`config.mk`:
```
export PLATFORM = sky130hd
export DESIGN_NAME = mem_dcache_ctrl
export DESIGN_NICKNAME = d
export VERILOG_FILES = /design/src/rtl/dcache_pkg.sv /design/src/rtl/dcache_tag_array.sv /design/src/rtl/mem_dcache_ctrl.sv
export SDC_FILE = /design/constraint.sdc
export NUM_CORES = 1
export LEC_CHECK = 0
export CORE_MARGIN = 1
export CORE_UTILIZATION = 55
export CTS_CLUSTER_DIAMETER = 100
export DETAILED_ROUTE_END_ITERATION = 16
export HOLD_SLACK_MARGIN = 0.12
export PLACE_DENSITY = 0.73
export SYNTH_ARGS = -nofsm -noshare
export SYNTH_HDL_FRONTEND = slang
export SYNTH_SLANG_ARGS = --single-unit
```
`constraint.sdc`:
```
create_clock -name clk -period 4.4 [get_ports clk]
set_clock_uncertainty 0.05 [all_clocks]
set_input_delay 0.66 -clock clk [delete_from_list [all_inputs] [get_ports clk]]
set_output_delay 0.66 -clock clk [all_outputs]
set_load 0.01 [all_outputs]
```
`src/rtl/dcache_pkg.sv`:
```
// Shared definitions for the MEM-stage data-cache controller.
//   - Default geometry (lines, words per line, word-address width) and the
//     offset/index/tag field widths derived from it.
//   - 2-bit FSM state encoding.
//   - Bit positions inside the EX/MEM mem_control field.
package dcache_pkg;

  localparam int DC_LINES  = 8;
  localparam int DC_WORDS  = 4;
  localparam int DC_ADDR_W = 16;
  localparam int DC_DATA_W = 16;

  localparam int DC_OFF_W = $clog2(DC_WORDS);
  localparam int DC_IDX_W = $clog2(DC_LINES);
  localparam int DC_TAG_W = DC_ADDR_W - DC_OFF_W - DC_IDX_W;

  localparam logic [1:0] ST_IDLE  = 2'd0;
  localparam logic [1:0] ST_FILL  = 2'd1;
  localparam logic [1:0] ST_WRITE = 2'd2;
  localparam logic [1:0] ST_DONE  = 2'd3;

  localparam int MC_LOAD_BIT  = 1;
  localparam int MC_STORE_BIT = 0;

endpackage

```
`src/rtl/dcache_tag_array.sv`:
```
// Valid + tag storage for a direct-mapped cache.
//   clk, rst  : clock; asynchronous active-low reset clears every valid bit
//   idx, tag  : line index and tag under lookup (also the write target)
//   wr_en     : record tag at idx and mark the line valid
//   hit       : combinational: line at idx is valid and its tag matches
module dcache_tag_array
  import dcache_pkg::*;
#(
  parameter int LINES = DC_LINES,
  parameter int IDX_W = DC_IDX_W,
  parameter int TAG_W = DC_TAG_W
) (
  input  logic             clk,
  input  logic             rst,
  input  logic [IDX_W-1:0] idx,
  input  logic [TAG_W-1:0] tag,
  input  logic             wr_en,
  output logic             hit
);

  logic [LINES-1:0] valid_q;
  logic [TAG_W-1:0] tag_q [LINES];

  // NOTE: sequential state uses non-blocking (<=) so every flop samples
  // pre-edge values regardless of block ordering.
  always_ff @(posedge clk or negedge rst) begin
    if (!rst) begin
      valid_q <= '0;
    end else if (wr_en) begin
      valid_q[idx] <= 1'b1;
    end
  end

  // NOTE: storage arrays are not reset; the valid bits alone decide whether
  // an entry means anything, which keeps the arrays plain RAM.
  always_ff @(posedge clk) begin
    if (wr_en) begin
      tag_q[idx] <= tag;
    end
  end

  assign hit = valid_q[idx] && (tag_q[idx] == tag);

endmodule

```
`src/rtl/mem_dcache_ctrl.sv`:
```
// MEM-stage data-cache controller: direct-mapped, write-through,
// no-write-allocate, line fills over a single-outstanding req/ack port.
//   clk, rst        : clock; asynchronous active-low reset
//   mem_control     : [1]=load, [0]=store (11 behaves as a store)
//   addr, wdata     : word address and store data from EX/MEM
//   rdata           : load data, valid when load && !stall_dcache
//   stall_dcache    : freezes EX/MEM and earlier stages
//   mem_req/mem_we/mem_addr/mem_wdata : registered main-memory request
//   mem_ack/mem_rdata                 : one-cycle accept and read return
// Optional build macro DCACHE_STATS_EN adds saturating hit_cnt/miss_cnt.
module mem_dcache_ctrl
  import dcache_pkg::*;
#(
  parameter int LINES  = DC_LINES,
  parameter int WORDS  = DC_WORDS,
  parameter int ADDR_W = DC_ADDR_W
) (
  input  logic              clk,
  input  logic              rst,
  input  logic [1:0]        mem_control,
  input  logic [ADDR_W-1:0] addr,
  input  logic [15:0]       wdata,
  output logic [15:0]       rdata,
  output logic              stall_dcache,
  output logic              mem_req,
  output logic              mem_we,
  output logic [ADDR_W-1:0] mem_addr,
  output logic [15:0]       mem_wdata,
  input  logic              mem_ack,
  input  logic [15:0]       mem_rdata
`ifdef DCACHE_STATS_EN
  ,
  output logic [15:0]       hit_cnt,
  output logic [15:0]       miss_cnt
`endif
);

  localparam int OFF_W = $clog2(WORDS);
  localparam int IDX_W = $clog2(LINES);
  localparam int TAG_W = ADDR_W - OFF_W - IDX_W;

  logic [OFF_W-1:0] off;
  logic [IDX_W-1:0] idx;
  logic [TAG_W-1:0] tag;

  assign off = addr[OFF_W-1:0];
  assign idx = addr[OFF_W +: IDX_W];
  assign tag = addr[ADDR_W-1 -: TAG_W];

  logic is_store, is_load;
  assign is_store = mem_control[MC_STORE_BIT];
  assign is_load  = mem_control[MC_LOAD_BIT] && !is_store;

  logic [1:0]       state, state_n;
  logic [OFF_W-1:0] cnt;
  logic [OFF_W-1:0] cnt_nxt;
  logic             hit;
  logic             ack_ok;
  logic             last_word;
  logic             fill_we, wr_hit_we, tag_we;

  assign cnt_nxt   = cnt + OFF_W'(1);
  assign last_word = &cnt;
  // An ack only counts against an outstanding request.
  assign ack_ok    = mem_ack && mem_req;
  assign fill_we   = (state == ST_FILL) && ack_ok;
  assign tag_we    = fill_we && last_word;
  assign wr_hit_we = (state == ST_WRITE) && ack_ok && hit;

  dcache_tag_array #(
    .LINES(LINES),
    .IDX_W(IDX_W),
    .TAG_W(TAG_W)
  ) u_tags (
    .clk  (clk),
    .rst  (rst),
    .idx  (idx),
    .tag  (tag),
    .wr_en(tag_we),
    .hit  (hit)
  );

  // NOTE: every combinational output gets a default first so no path leaves
  // it unassigned and no latch is inferred.
  always_comb begin
    state_n = state;
    case (state)
      ST_IDLE: begin
        if (is_store)            state_n = ST_WRITE;
        else if (is_load && !hit) state_n = ST_FILL;
      end
      ST_FILL:  if (ack_ok && last_word) state_n = ST_DONE;
      ST_WRITE: if (ack_ok)              state_n = ST_DONE;
      default:                           state_n = ST_IDLE;
    endcase
  end

  // Outputs are forced low while reset is asserted, including the
  // combinational stall and read paths.
  assign stall_dcache = rst && (((state == ST_IDLE) && (is_store || (is_load && !hit)))
                                || (state == ST_FILL) || (state == ST_WRITE));

  logic [15:0] data_q [LINES][WORDS];

  assign rdata = (rst && is_load && (((state == ST_IDLE) && hit) || (state == ST_DONE)))
                 ? data_q[idx][off] : 16'h0000;

  always_ff @(posedge clk or negedge rst) begin
    if (!rst) begin
      state     <= ST_IDLE;
      cnt       <= '0;
      mem_req   <= 1'b0;
      mem_we    <= 1'b0;
      mem_addr  <= '0;
      mem_wdata <= '0;
    end else begin
      state <= state_n;
      case (state)
        ST_IDLE: begin
          if (is_store) begin
            mem_req   <= 1'b1;
            mem_we    <= 1'b1;
            mem_addr  <= addr;
            mem_wdata <= wdata;
          end else if (is_load && !hit) begin
            mem_req  <= 1'b1;
            mem_we   <= 1'b0;
            mem_addr <= {tag, idx, OFF_W'(0)};
            cnt      <= '0;
          end
        end
        ST_FILL: begin
          if (ack_ok) begin
            // Counter wraps back to 0 on the final word.
            cnt <= cnt_nxt;
            if (last_word) mem_req  <= 1'b0;
            else           mem_addr <= {tag, idx, cnt_nxt};
          end
        end
        ST_WRITE: begin
          if (ack_ok) begin
            mem_req <= 1'b0;
            mem_we  <= 1'b0;
          end
        end
        default: ;
      endcase
    end
  end

  // Fill words land at the fill counter; a write-through store updates the
  // cached copy only when the line is already resident.
  always_ff @(posedge clk) begin
    if (fill_we) begin
      data_q[idx][cnt] <= mem_rdata;
    end else if (wr_hit_we) begin
      data_q[idx][off] <= wdata;
    end
  end

`ifdef DCACHE_STATS_EN
  logic hit_inc, miss_inc;
  assign hit_inc  = (state == ST_IDLE) && is_load && hit;
  assign miss_inc = (state == ST_IDLE) && (state_n == ST_FILL);

  always_ff @(posedge clk or negedge rst) begin
    if (!rst) begin
      hit_cnt  <= 16'h0000;
      miss_cnt <= 16'h0000;
    end else begin
      if (hit_inc && (hit_cnt != 16'hFFFF))   hit_cnt  <= hit_cnt + 16'd1;
      if (miss_inc && (miss_cnt != 16'hFFFF)) miss_cnt <= miss_cnt + 16'd1;
    end
  end
`endif

endmodule

```
==> results.json <==
{
  "status": "complete, no violations",
  "critPathMaxStageDelay_ns": 0.59,
  "nets": 1748,
  "yosysTopAreaCell": "edfxtp_1",
  "worst_slew_pin_slew_ns": 0.709,
  "vias": 15200,
  "finalCritPeriodShare_pct": 96.3,
  "period_needed_ns": 4.24,
  "power_density_mw_per_mm2": 472,
  "grt_usage_pct": 28.4,
  "final_antenna_net_count": 0,
  "synthArstFlopShare_pct": 7.12,
  "antenna_found_initial": 2,
  "setup-violations-final": 0,
  "path_class": "in2out",
  "dp_hpwl_um": 42400,
  "dp_cells": 2214,
  "slowest_stage": "clkdlybuf4s50_1",
  "p_leak_nw": 10.4,
  "drt-initial-drc-count": 2034,
  "grt_max_degree": 44,
  "grt_pass1_wl_um": 96800,
  "core_sq_mm": 0.0445,
  "critPathLaunchType": "input port",
  "die_h_um": 215,
  "synth-seq-cells": 646,
  "cts_tree": "built",
  "cp-end-kind": "output port",
  "multiInputGateArea_sq_mm": 0.00550,
  "yosysWarnings": 0,
  "num-fill-cells": 2836,
  "fin_setup_tns_ns": 0,
  "clock_latency_ns": 0.63,
  "wl_um": 65300,
  "grt_setup_unrepaired": "false",
  "clock_path_buffers": 3,
  "synth_area_sq_mm": 0.0250,
  "yosysMostFrequentCell": "edfxtp_1",
  "ys_seq_area_share_pct": 76.7,
  "cp_data_required_time_ns": 3.69,
  "synth_cell_types": 58,
  "crit_fanout": 14,
  "first_global_vias": 15200,
  "clk_pin_slew_worst_paths_ns": 0.06,
  "cts_sinks": 646,
  "fmax_mhz": 236,
  "io_pins": 104,
  "layout-drive-gt1-share_pct": 26.2,
  "overflow": 0,
  "synth_fp_nets": 1481,
  "fp.dieArea_sq_mm": 0.0463,
  "fin_util_pct": 68.2,
  "synth_top_area_share_pct": 72.1,
  "crit_chain": "dlygate4sd2_1 -> buf_6 -> mux4_2 -> mux2i_1 -> xor2_1 -> o211a_1 -> nand4_2 -> nor2_4 -> a21oi_2 -> buf_12 -> nor2b_2 -> clkdlybuf4s50_1",
  "cts_made_buffers": 61,
  "synth_area_leaders": "edfxtp_1 72%, o22ai_1 6.0%, dfrtp_1 4.6%",
  "first_pass_iters": 5,
  "synth_flop_cell": "edfxtp_1",
  "slew_violations": 0,
  "peakVddDrop_uv": 429,
  "final_cells": 2331,
  "synthCells": 1419,
  "drt-wirelength-per-cell_um": 28.0,
  "synth.avg_cell_area_sq_um": 17.6,
  "cts_setup_buffers": 0,
  "die_w_um": 215,
  "clockRootBuffer": "clkbuf_16",
  "drv_cap": 0,
  "slew_headroom_pct": 52.6,
  "regArea_sq_mm": 0.0192,
  "hold_viol_final": 0,
  "port_buffers": 103,
  "synth_commonest_cells": "600 x edfxtp_1, 240 x o22ai_1, 75 x mux2_2",
  "cp.arrival_ns": 3.53,
  "viasPerCell": 6.50,
  "drc": 0,
  "place_congestion": 0.886,
  "synth_enable_flop_cells": 600,
  "initial_utilization_pct": 56.2,
  "rows": 77,
  "hp-class": "reg2reg",
  "htreeDepth": 2,
  "syn2layout_area_growth_pct": 21.5
}
final timing paths:
check / endpoint / cells after the start / slack [ns] / startpoint
setup / recovery: rdata[5] / 12 / 0.16 / addr[4]
hold / removal: u_tags.valid_q[2] / 1 / 0.42 / u_tags.valid_q[2]
setup reg to reg: data_q[3][19] / 10 / 1.29 / u_tags.tag_q[7][9]
hold reg to reg: u_tags.valid_q[2] / 1 / 0.42 / u_tags.valid_q[2]
max in group asynchronous: mem_addr[6] / 3 / 3.05 / rst
min in group asynchronous: u_tags.valid_q[5] / 2 / 0.43 / rst
sequential cells by signal, summed over array words and instances, names as in the netlist:
name,flops
u_tags.valid_q,8
cnt,2
mem_addr,16
mem_wdata,16
mem_we,1
data_q,512
u_tags.tag_q,88
state,2
mem_req,1
kinds of logic after synthesis:
family	count (synthesis)	synth area share, %
buf+inv	99	1.85
xor+xnor	5	0.175
compound gates	315	8.14
mux	155	8.28
simple gates	190	4.45
fa+ha+maj	9	0.450
flops	646	76.7
routing by layer:
metal  wire (um)  global-route usage (%)  up-vias  part of all wire, %
met5          11                       0        -                0.017
met4        2890                    12.6        2                  4.4
met3        6470                    4.71      164                  9.9
met2       30700                    44.6      932                   47
met1       25200                    39.6     7666                   39
li1            -                       -     6386                    -
repair_timing:
item	in CTS	in global routing
hold endpoints to repair	8	0
hold buffers	1	0
setup endpoints to repair	17	8
resized for setup	21	5
where the power goes:
group	leakage [nW]	switching, mW	internal [mW]
combinational	3.39	0.903	0.939
sequential	5.96	0.121	6.93
clock	1.02	2.24	3.21
total	10.4	3.26	11.1
cells in the final DEF, fill, tap and decap left out, types with 12 or more instances in the layout:
cell type and instances:
mux2i_1 30, mux2_4 22, a22oi_1 14, mux4_2 25
a21oi_1 12, nor2b_1 16, clkdlybuf4s50_1 99, buf_4 162
nor4_1 54, clkinv_1 14, mux2_2 75, buf_12 28
clkbuf_16 62, clkbuf_1 13, edfxtp_1 600, o22ai_1 240
nor2_1 37, dfrtp_1 46
stage by stage:
step	power, mW	hold WS, ns	setup WS [ns]	instance area (sq um)
after floorplan	8.13	0.314	0.339	25000
after global placement	8.93	0.396	-0.324	28200
after detailed placement	8.99	0.404	-0.308	28200
after CTS	14.4	0.384	0.0661	30400
after global routing	14.7	0.424	0.00887	30400
final	14.3	0.420	0.163	30400
critical path: cells and delay by family:
family,cells,cell delay [ns]
AOI/OAI and AO/OA,2,0.29
xor gates and xnor gates,1,0.16
buffers and inverters,4,1.32
muxes,2,0.50
and+or+nand+nor,3,0.58
layout make-up:
| type | instances | share of cell area [%] |
|---|---|---|
| sequential | 646 | 63.1 |
| tap | 592 | 2.44 |
| multi-input combinational | 674 | 18.1 |
| clock buffer | 81 | 5.54 |
| clock inverter | 34 | 1.37 |
| inverter | 7 | 0.0906 |
| timing repair buffer | 296 | 9.32 |
| antenna | 1 | 0.00824 |
Power figures use the tool's default switching activity.
